===== src/rtl/rr_arb8.sv =====
// Eight-way round-robin arbiter with a bounded grant hold time.
// All outputs are registered from the next-state values, so they change on the deciding edge.
module rr_arb8 #(
   parameter int unsigned MAX_HOLD = 16
) (
   input  logic       i_clk,
   input  logic       i_rst_n,
   input  logic       i_en,
   input  logic [7:0] i_req,
   output logic [7:0] o_gnt,
   output logic [2:0] o_gnt_idx,
   output logic       o_gnt_vld,
   output logic       o_timeout
);

   localparam logic [7:0] HOLD_LAST = 8'(MAX_HOLD - 1);

   typedef enum logic [0:0] {
      ST_IDLE  = 1'b0,
      ST_GRANT = 1'b1
   } state_t;

   state_t     state_q, state_d;
   logic [2:0] ptr_q, ptr_d;
   logic [2:0] idx_q, idx_d;
   logic [7:0] cnt_q, cnt_d;
   logic [7:0] gnt_q, gnt_d;
   logic [2:0] gnt_idx_q, gnt_idx_d;
   logic       gnt_vld_q, gnt_vld_d;
   logic       timeout_q, timeout_d;

   logic [15:0] req_dbl_s;
   logic [7:0]  req_rot_s;
   logic [2:0]  pick_off_s;
   logic        pick_any_s;

   // Rotate requests so bit 0 is the pointer position, then find the lowest set offset
   always_comb begin
      req_dbl_s  = {i_req, i_req} >> ptr_q;
      req_rot_s  = req_dbl_s[7:0];
      pick_any_s = |req_rot_s;
      pick_off_s = 3'd0;
      for (int k = 7; k >= 0; k--) begin
         if (req_rot_s[k]) begin
            pick_off_s = k[2:0];
         end else begin
            pick_off_s = pick_off_s;
         end
      end
   end

   // Next-state logic; release priority is enable, then request drop, then hold limit
   always_comb begin
      state_d   = state_q;
      ptr_d     = ptr_q;
      idx_d     = idx_q;
      cnt_d     = cnt_q;
      timeout_d = 1'b0;
      case (state_q)
         ST_IDLE: begin
            if (i_en && pick_any_s) begin
               idx_d   = ptr_q + pick_off_s;
               cnt_d   = 8'd0;
               state_d = ST_GRANT;
            end else begin
               state_d = ST_IDLE;
            end
         end
         ST_GRANT: begin
            if (!i_en || !i_req[idx_q]) begin
               ptr_d   = idx_q + 3'd1;
               state_d = ST_IDLE;
            end else if (cnt_q == HOLD_LAST) begin
               ptr_d     = idx_q + 3'd1;
               state_d   = ST_IDLE;
               timeout_d = 1'b1;
            end else begin
               cnt_d = cnt_q + 8'd1;
            end
         end
         default: begin
            state_d = ST_IDLE;
         end
      endcase
   end

   // Output values derived from the state about to be entered
   always_comb begin
      gnt_vld_d = (state_d == ST_GRANT);
      if (gnt_vld_d) begin
         gnt_d     = 8'd1 << idx_d;
         gnt_idx_d = idx_d;
      end else begin
         gnt_d     = 8'd0;
         gnt_idx_d = 3'd0;
      end
   end

   // State and output registers
   always_ff @(posedge i_clk or negedge i_rst_n) begin
      if (!i_rst_n) begin
         state_q   <= ST_IDLE;
         ptr_q     <= 3'd0;
         idx_q     <= 3'd0;
         cnt_q     <= 8'd0;
         gnt_q     <= 8'd0;
         gnt_idx_q <= 3'd0;
         gnt_vld_q <= 1'b0;
         timeout_q <= 1'b0;
      end else begin
         state_q   <= state_d;
         ptr_q     <= ptr_d;
         idx_q     <= idx_d;
         cnt_q     <= cnt_d;
         gnt_q     <= gnt_d;
         gnt_idx_q <= gnt_idx_d;
         gnt_vld_q <= gnt_vld_d;
         timeout_q <= timeout_d;
      end
   end

   assign o_gnt     = gnt_q;
   assign o_gnt_idx = gnt_idx_q;
   assign o_gnt_vld = gnt_vld_q;
   assign o_timeout = timeout_q;

endmodule


===== config.mk =====
export PLATFORM = sky130hd
export DESIGN_NAME = rr_arb8
export DESIGN_NICKNAME = d
export VERILOG_FILES = /design/src/rtl/rr_arb8.sv
export SDC_FILE = /design/constraint.sdc
export NUM_CORES = 1
export LEC_CHECK = 0
export ABC_AREA = 0
export CAP_MARGIN = 40
export CORE_ASPECT_RATIO = 0.75
export CORE_MARGIN = 2
export CORE_UTILIZATION = 40
export DETAILED_ROUTE_END_ITERATION = 6
export GPL_TIMING_DRIVEN = 0
export HOLD_SLACK_MARGIN = 0.03
export MAX_ROUTING_LAYER = met4
export PLACE_DENSITY = 0.66
export SYNTH_ARGS = -nofsm -noshare
export SYNTH_HDL_FRONTEND = slang
export SYNTH_SLANG_ARGS = --single-unit

===== constraint.sdc =====
create_clock -name i_clk -period 4.7 [get_ports i_clk]
set_clock_uncertainty 0.05 [all_clocks]
set_input_delay 0.94 -clock i_clk [delete_from_list [all_inputs] [get_ports i_clk]]
set_output_delay 0.94 -clock i_clk [all_outputs]
set_load 0.03 [all_outputs]

# Yosys cells after proc, flatten, opt, wreduce, memory -nomap -nowiden
# Index checks and enable logic that the tools add are counted.
[totals]
ff_bits = 27
in_bits = 11
output_inout_bits = 13
elab_cells = 53
[classes]
n_addsub = 3
magnitude_cmp = 1
eq_ne = 4
n_shift = 2
muxes = 27
bitwise_logic = 1
reduce_logical = 8
[op_table]
columns = ["operator", "n"]
rows = [
  ["$mux 3", 13],
  ["$mux 8", 4],
  ["$pmux 8 s2", 1],
  ["$shr 16x3->8", 1],
  ["$add 8x1->8 const B", 1],
  ["$eq 8x4->1 const B", 1],
  ["$reduce_or 8->1", 1],
  ["$shl 1x3->8 const A", 1],
  ["$mux 1", 7],
  ["$ne 2x2->1 const B", 3],
  ["$lt 3x4->1 const B", 1],
  ["$add 3x1->3 const B", 1],
  ["$add 3x3->3", 1],
  ["$bmux 1 s3", 1],
  ["$reduce_and 3->1", 1],
  ["$logic_not 1->1", 2],
  ["$pmux 1 s2", 1],
  ["$reduce_and 2->1", 1],
  ["$reduce_bool 2->1", 1],
  ["$logic_and 1x1->1", 1],
  ["$logic_or 1x1->1", 1],
  ["$not 1->1", 1],
]

# Longest topological paths before layout
[depth]
depth_word = 14
mapped_depth = 14
mapped_depth_nobuf = 12

# Worst setup path after synthesis
# OpenSTA, ideal clock, no wires.
[synth_path]
kind = "in2reg"
start = "in i_req[7]"
end = "reg gnt_q[1] (netlist: o_gnt[1])"
setup_ns = 0.101
t_arrival_ns = 3.480
t_required_ns = 4.549
setup_slack_ns = 1.069
path_stages = 11
n_path_buf = 0
path_cell_list = "mux4_2 > or3b_2 > o311ai_0 > a211o_1 > ha_1 > inv_1 > fa_1 > and3_4 > a221oi_4 > inv_4 > nor4_1"
[synth_via]
elab_chain_len = 14
word_cells_on_any_way = 23
cone_classes = "add/sub: 1; shift: 2; mux: 16; reduce/logical: 4"
[synth_lines]
columns = ["element", "line", "text"]
rows = [
  ["start: declaration", "9", "input logic [7:0] i_req,"],
  ["$shr 16x3->8 (*)", "39", "req_dbl_s = {i_req, i_req} >> ptr_q;"],
  ["$mux 3 (8 in a row)", "44", "if (req_rot_s[k]) begin"],
  ["$add 3x3->3", "62", "idx_d = ptr_q + pick_off_s;"],
  ["$mux 3 (*)", "61", "if (i_en && pick_any_s) begin"],
  ["$mux 3 (*)", "59", "case (state_q)"],
  ["named net idx_d[2]", "25", "logic [2:0] idx_q, idx_d;"],
  ["$shl 1x3->8 (*)", "91", "gnt_d = 8'd1 << idx_d;"],
  ["$mux 8 (*)", "90", "if (gnt_vld_d) begin"],
  ["named net gnt_d[1]", "27", "logic [7:0] gnt_q, gnt_d;"],
  ["end signal: assignment", "115", "gnt_q <= gnt_d;"],
  ["end: declaration", "27", ""],
]
# The timed path passes the listed nets; every way through them passes the cells marked *. The select of a mux whose other input is x is not followed.
# A chain may end at the register's enable or synchronous reset.

# Worst setup path in the final report
[layout_path]
start = "in i_req[4]"
end = "reg gnt_q[1] (netlist: o_gnt[1])"
# Same word-level chain as after synthesis.

==> flow_summary.ini <==
[drt]
wl_um = 4310
vias = 1534
avgViaCountPerCell = 5.90
wl_per_cell_um = 16.6
drc = 0
first_pass_iters = 5
ant_nets = 0
drtIter0Drc = 131

[finish]
nFillCells = 406
num-nets-final = 219
synthToLayoutAreaGrowth_pct = 20.0
utilization_pct = 49.9
num_antenna_cells = 0
layout-drive-gt1-share_pct = 17.2

[synthesis]
synth_common_cells = dfrtp_1 (27), nor2_1 (12), nand2b_1 (11)
post-synth-top-area-cell = dfrtp_1
synth_area_leaders = dfrtp_1 (37%), mux4_2 (7.3%), nand2b_1 (3.7%), mux2_2 (3.0%), mux4_1 (2.8%)
yosysSeqAreaShare_pct = 36.6
synthesis.area_sq_mm = 0.00185
synth_top_area_share_pct = 36.6
synth_nets = 191
yosysWarnings = 0
ys_async_sr_fraction_pct = 100
synth_edf_count = 0
synthCells = 176
ys_ff_latch = 27
synth-main-ff-cell = dfrtp_1
syn_area_per_cell_sq_um = 10.5
yosysMostFrequentCell = dfrtp_1
ys_types = 52

[setup_path]
cp.required_ps = 4840
r2r-start = ptr_q[0]$_DFFE_PN0P_
cp_slowest_stage_delay_ps = 590
critPathBufInv = 3
cp_top_family = simple AND/OR/NAND/NOR gates
crit_type = primary input to register
critical_path_arrival_ps = 4380
crit_path_start_kind = primary input
r2r_end = o_gnt[1]$_DFF_PN0_
reg2regPathDepth = 12
crit_chain = clkdlybuf4s50_1 -> mux4_2 -> or3b_2 -> o311ai_0 -> a211o_1 -> ha_1 -> inv_1 -> fa_1 -> and3_4 -> a221oi_4 -> inv_4 -> nor4_1
critical_path.max_fanout = 10
r2r_setup_slack_ps = 770
crit_slowest_cell = clkdlybuf4s50_1
end_kind = register

[grt]
grt_pass1_wl_um = 7680
antenna_found_initial = 0
grt_max_degree = 18
grt_remaining_overflow = 0
grt_pass1_vias = 1510
grt.total_usage_pct = 19.4

[worst_hold_path]
holdPathEnd = cnt_q[0]$_DFFE_PN0P_
hp-start = cnt_q[0]$_DFFE_PN0P_
min_path_cells = 1
hold_path_class = register to register

[clock_network]
clockBufferDepth = 2
cts_resized = 0
cts.sinks = 27
cts_buffers = 3
htreeDepth = 1
clockRootBuffer = clkbuf_8
cts_setup_buffers = 0
clk_latency_ps = 280
clkSlewWorstSetupHoldPaths_ps = 100
holdBufCountCts = 0
cts_tree = built

[sta]
period_share_pct = 90.2
setup_viol_count_final = 0
fmax_ghz = 0.236
holdWs_ps = 502
relSlewSlack_pct = 47.4
rsz0062_at_grt = false
fin_crit_ps = 4240
tns_ps = 0
worstMarginPinSlew_ps = 785
drv_slew = 0
hold_viol_final = 0

[placed_design]
hpwl_um = 3150
io_buffers = 22
gp_congestion = 0.868

[die]
io_pins = 24
placementRows = 21
die-area_sq_mm = 0.00518
die_h_um = 62.8
die_w_um = 82.5
core_sq_mm = 0.00444
initial_core_util_pct = 41.6

[flow_run]
cap_viol_max_count = 0

[status]
status = completed

[pwr]
powerDensity_mw_per_mm2 = 594
p_leak_uw = 0.000863
vdd_drop_max_mv = 0.393
==> how the worst max path moves through the flow <==
stage	startpoint	endpoint	slack, ps	cells after the start
floorplan	i_req[7]	o_gnt[1]$_DFF_PN0_	1070	11
global placement	i_req[6]	o_gnt[1]$_DFF_PN0_	120	12
detailed placement	i_req[4]	o_gnt[1]$_DFF_PN0_	190	12
CTS	i_req[4]	o_gnt[1]$_DFF_PN0_	480	12
global route	i_req[6]	o_gnt[1]$_DFF_PN0_	250	12
finish	i_req[4]	o_gnt[1]$_DFF_PN0_	460	12
==> flip-flops by register name, indices dropped and copies added (netlist names) <==
name	count
o_gnt_idx	3
ptr_q	3
o_gnt	8
idx_q	3
cnt_q	8
o_gnt_vld	1
o_timeout	1
==> per-layer routing <==
metal | GRT usage, % | wire (um) | up-vias
met3 | 3.76 | 146 | 6
met2 | 25.6 | 1850 | 27
met4 | 2.92 | 36 | 0
met5 | - | 0 | -
li1 | - | - | 740
met1 | 30.9 | 2280 | 761
==> cells by family (layout without fill, tap and decap cells) <==
group | count (synthesis) | in the layout | share of synthesized area, %
xor gates and xnor gates | 1 | 1 | 0.474
DFF | 27 | 27 | 36.6
buffers and inverters | 18 | 45 | 4.40
AOI/OAI and AO/OA | 45 | 45 | 19.3
adders and majority gates | 4 | 4 | 3.12
and+or+nand+nor | 65 | 65 | 21.3
muxes | 16 | 16 | 14.8
==> stage by stage <==
step	total power, uW	std cells	cell area [sq um]	setup slack, ps
detailed placement	1170	256	2170	185
global placement	1160	255	2140	123
floorplan	948	176	1850	1070
finish	1320	260	2220	461
global route	1430	260	2220	246
CTS	1320	260	2220	480
==> where the power goes <==
part	switching [uW]	internal (uW)	total [uW]
Sequential	67.5	304	371
Clock	81.1	62.5	144
Combinational	449	352	801
Total	598	718	1320
==> cells in the final DEF, fill, tap and decap left out, types with 4 or more instances in the layout <==
cell type / n
mux2_2: 5
a21oi_1: 6
dfrtp_1: 27
a31oi_1: 4
nand2b_1: 11
nand2_1: 7
inv_1: 9
o311ai_0: 4
nand3_1: 8
o21ai_0: 4
nor2_1: 12
clkdlybuf4s50_1: 22
o31ai_1: 6
nor4_1: 5
mux4_2: 6
==> cell type report <==
class	count	area, sq um	share of cell area [%]
Clock buffer	3	41.3	1.86
Buffer	8	41.3	1.86
Tap cell	57	71.3	3.22
Timing Repair Buffer	23	248	11.2
Sequential cell	27	676	30.5
Inverter	10	40.0	1.81
Clock inverter	1	8.76	0.395
Multi-Input combinational cell	131	1090	49.2
==> worst reg2reg max path, stage by stage (launching register included) <==
cell and delay [ps]:
dfrtp_1 470, clkbuf_1 430, mux4_2 640, or3b_2 460, o311ai_0 110, a211o_1 160
ha_1 130, inv_1 50, fa_1 400, and3_4 180, a221oi_4 430, inv_4 90
nor4_1 260
Note: power is estimated with default switching activity, not from simulation.
==> RTL change: new RTL, same settings <==
Make the reset (`i_rst_n`) synchronous in one clocked block.
--- a/src/rtl/rr_arb8.sv
+++ b/src/rtl/rr_arb8.sv
@@ -97,7 +97,7 @@
    end
 
    // State and output registers
-   always_ff @(posedge i_clk or negedge i_rst_n) begin
+   always_ff @(posedge i_clk) begin
       if (!i_rst_n) begin
          state_q   <= ST_IDLE;
          ptr_q     <= 3'd0;
Behaviour: differs if i_rst_n is asserted again (counterexample within 4 cycles, from zero or initial values and one cycle with i_rst_n low); with i_rst_n held inactive, the same outputs for 10 cycles.
==> RTL change against the unedited design <==
Critical path depth is 2 higher. First-iteration DRC count rose by 12%. Largest cell class unchanged. Sequential share of layout area decreased by 7.9 points. Core utilization shrank 1.2 points. Count of clock-buffer cells in the layout increased by 1. Via count rose by 24%. Worst setup slack got worse by 0.22 ns. Sequential cell count stayed put. Final area up 8.2%. Wire length up 16%. Synthesized area grew 11%.
Power is not compared: it rests on default switching activity, and its combinational part moved more than twofold at a synthesized area within 25%.
==> RTL change: results (changes against the unedited design) <==
status - complete, no violations
Post-Synth XOR/XNOR Area - 0.0171 (+0.0124)
Place WS - -0.0501 ns (-0.235 ns)
post-synthesis mux area share - 0.197 (+0.0482)
initial drt markers - 147 (+12%)
met1 track demand over resource - 0.291 (-0.0188)
total vias in the final route - 1909 (+24%)
vias in the first global route - 1796 (+19%)
met3 usage - 0.0375 (-0.000119)
IO Port Bufs - 21 (-4.5%)
Post-Syn Nets - 254 (+33%)
layout cells sized above 1 - 0.144 (-0.0285)
crit path from - i_req[6]
nets - 280 (+28%)
Adder-Cell Fraction of Synth Area - 0.0281 (-0.00308)
placed instance area - 2330 um2 (+7.8%)
top cells by area, synth - dfxtp_1, mux2i_1, mux4_2
ys async rst share - 0 (-1.00)
Most used DFF post-synth - dfxtp_1
Cell variety after synth - 57 (+9.6%)
first-pass GRT wire length - 8630 um (+12%)
drt first pass iters - 4 (-1)
Worst-Margin Slew - 0.535 ns (-0.250 ns)
GP Congestion - 0.817 (-5.9%)
Commonest cells post-synth - dfxtp_1, nor2_1, nand2_1
HP Start - cnt_q[1]$_SDFFE_PN0P_
clock-pin slew on the worst setup and hold paths - 0.08 ns (-0.02 ns)
Total Wirelength - 5010 um (+16%)
met2 Track Usage GR - 0.274 (+0.0180)
sequential area share after synthesis - 0.264 (-0.102)
Worst EP arrival - 4.55 ns (+0.17 ns)
post-detail-place hpwl - 3740 um (+19%)
## RTL change: through the flow
step	instances	utilization	setup TNS [ns]
floorplan	239	-	0
global placement	320	0.474	-0.380
detailed placement	320	0.474	-0.171
CTS	324	0.483	0
global route	324	0.487	0
finish	324	0.487	0
## RTL change: path summary, 6_finish.rpt
kind	endpoint	slack [ns]	depth (start not counted)
max	o_gnt[7]$_SDFF_PN0_	0.24	14
min	cnt_q[1]$_SDFFE_PN0P_	0.46	2
max reg2reg	o_gnt[7]$_SDFF_PN0_	0.77	15
min reg2reg	cnt_q[1]$_SDFFE_PN0P_	0.46	2
## RTL change: report_power, final
group          leakage (nW)  internal [mW]  total, mW  switching [mW]
registers             0.219          0.238      0.244         0.00570
clock network        0.0228         0.0606      0.127          0.0662
logic                 0.582         0.0881      0.207           0.119
total                 0.824          0.387      0.578           0.191
## RTL change: per-layer routing
| layer | vias up | part of all wire |
|---|---|---|
| met5 | - | 0 |
| met4 | 0 | 0.0014 |
| met3 | 2 | 0.075 |
| met2 | 66 | 0.42 |
| met1 | 898 | 0.51 |
| li1 | 943 | - |
## RTL change: logic make-up after synthesis
kind of cell    count (synthesis)
compound gates                 56
xor+xnor                        4
fa+ha+maj                       4
buf+inv                        27
flops                          27
mux                            30
simple gates                   91
## RTL change: final cells by class
| cell class | instances | area (um2) |
|---|---|---|
| tap | 60 | 75.1 |
| timing repair buffer | 21 | 210 |
| inverter | 9 | 33.8 |
| clock buffer | 4 | 45.0 |
| buffer | 18 | 113 |
| sequential | 27 | 541 |
| multi-input combinational | 185 | 1380 |
| fill | 481 | 2530 |
## RTL change: repair_timing
| action | 4_1_cts | 5_1_grt |
|---|---|---|
| gates resized for setup | 0 | 4 |
| endpoints found under the hold margin | 0 | 0 |
| setup endpoints to repair | 0 | 5 |
| setup buffers | 0 | 0 |
## RTL change: worst max-delay path: stages
cell and delay (ns):
clkdlybuf4s50_1 0.59, mux4_2 0.54, a2111o_1 0.35, o211ai_1 0.09, o221ai_1 0.16, a32oi_1 0.20
ha_1 0.17, inv_1 0.04, fa_1 0.43, inv_1 0.15, a2111oi_0 0.09, a32o_1 0.32
a311oi_4 0.38, nor3_1 0.11
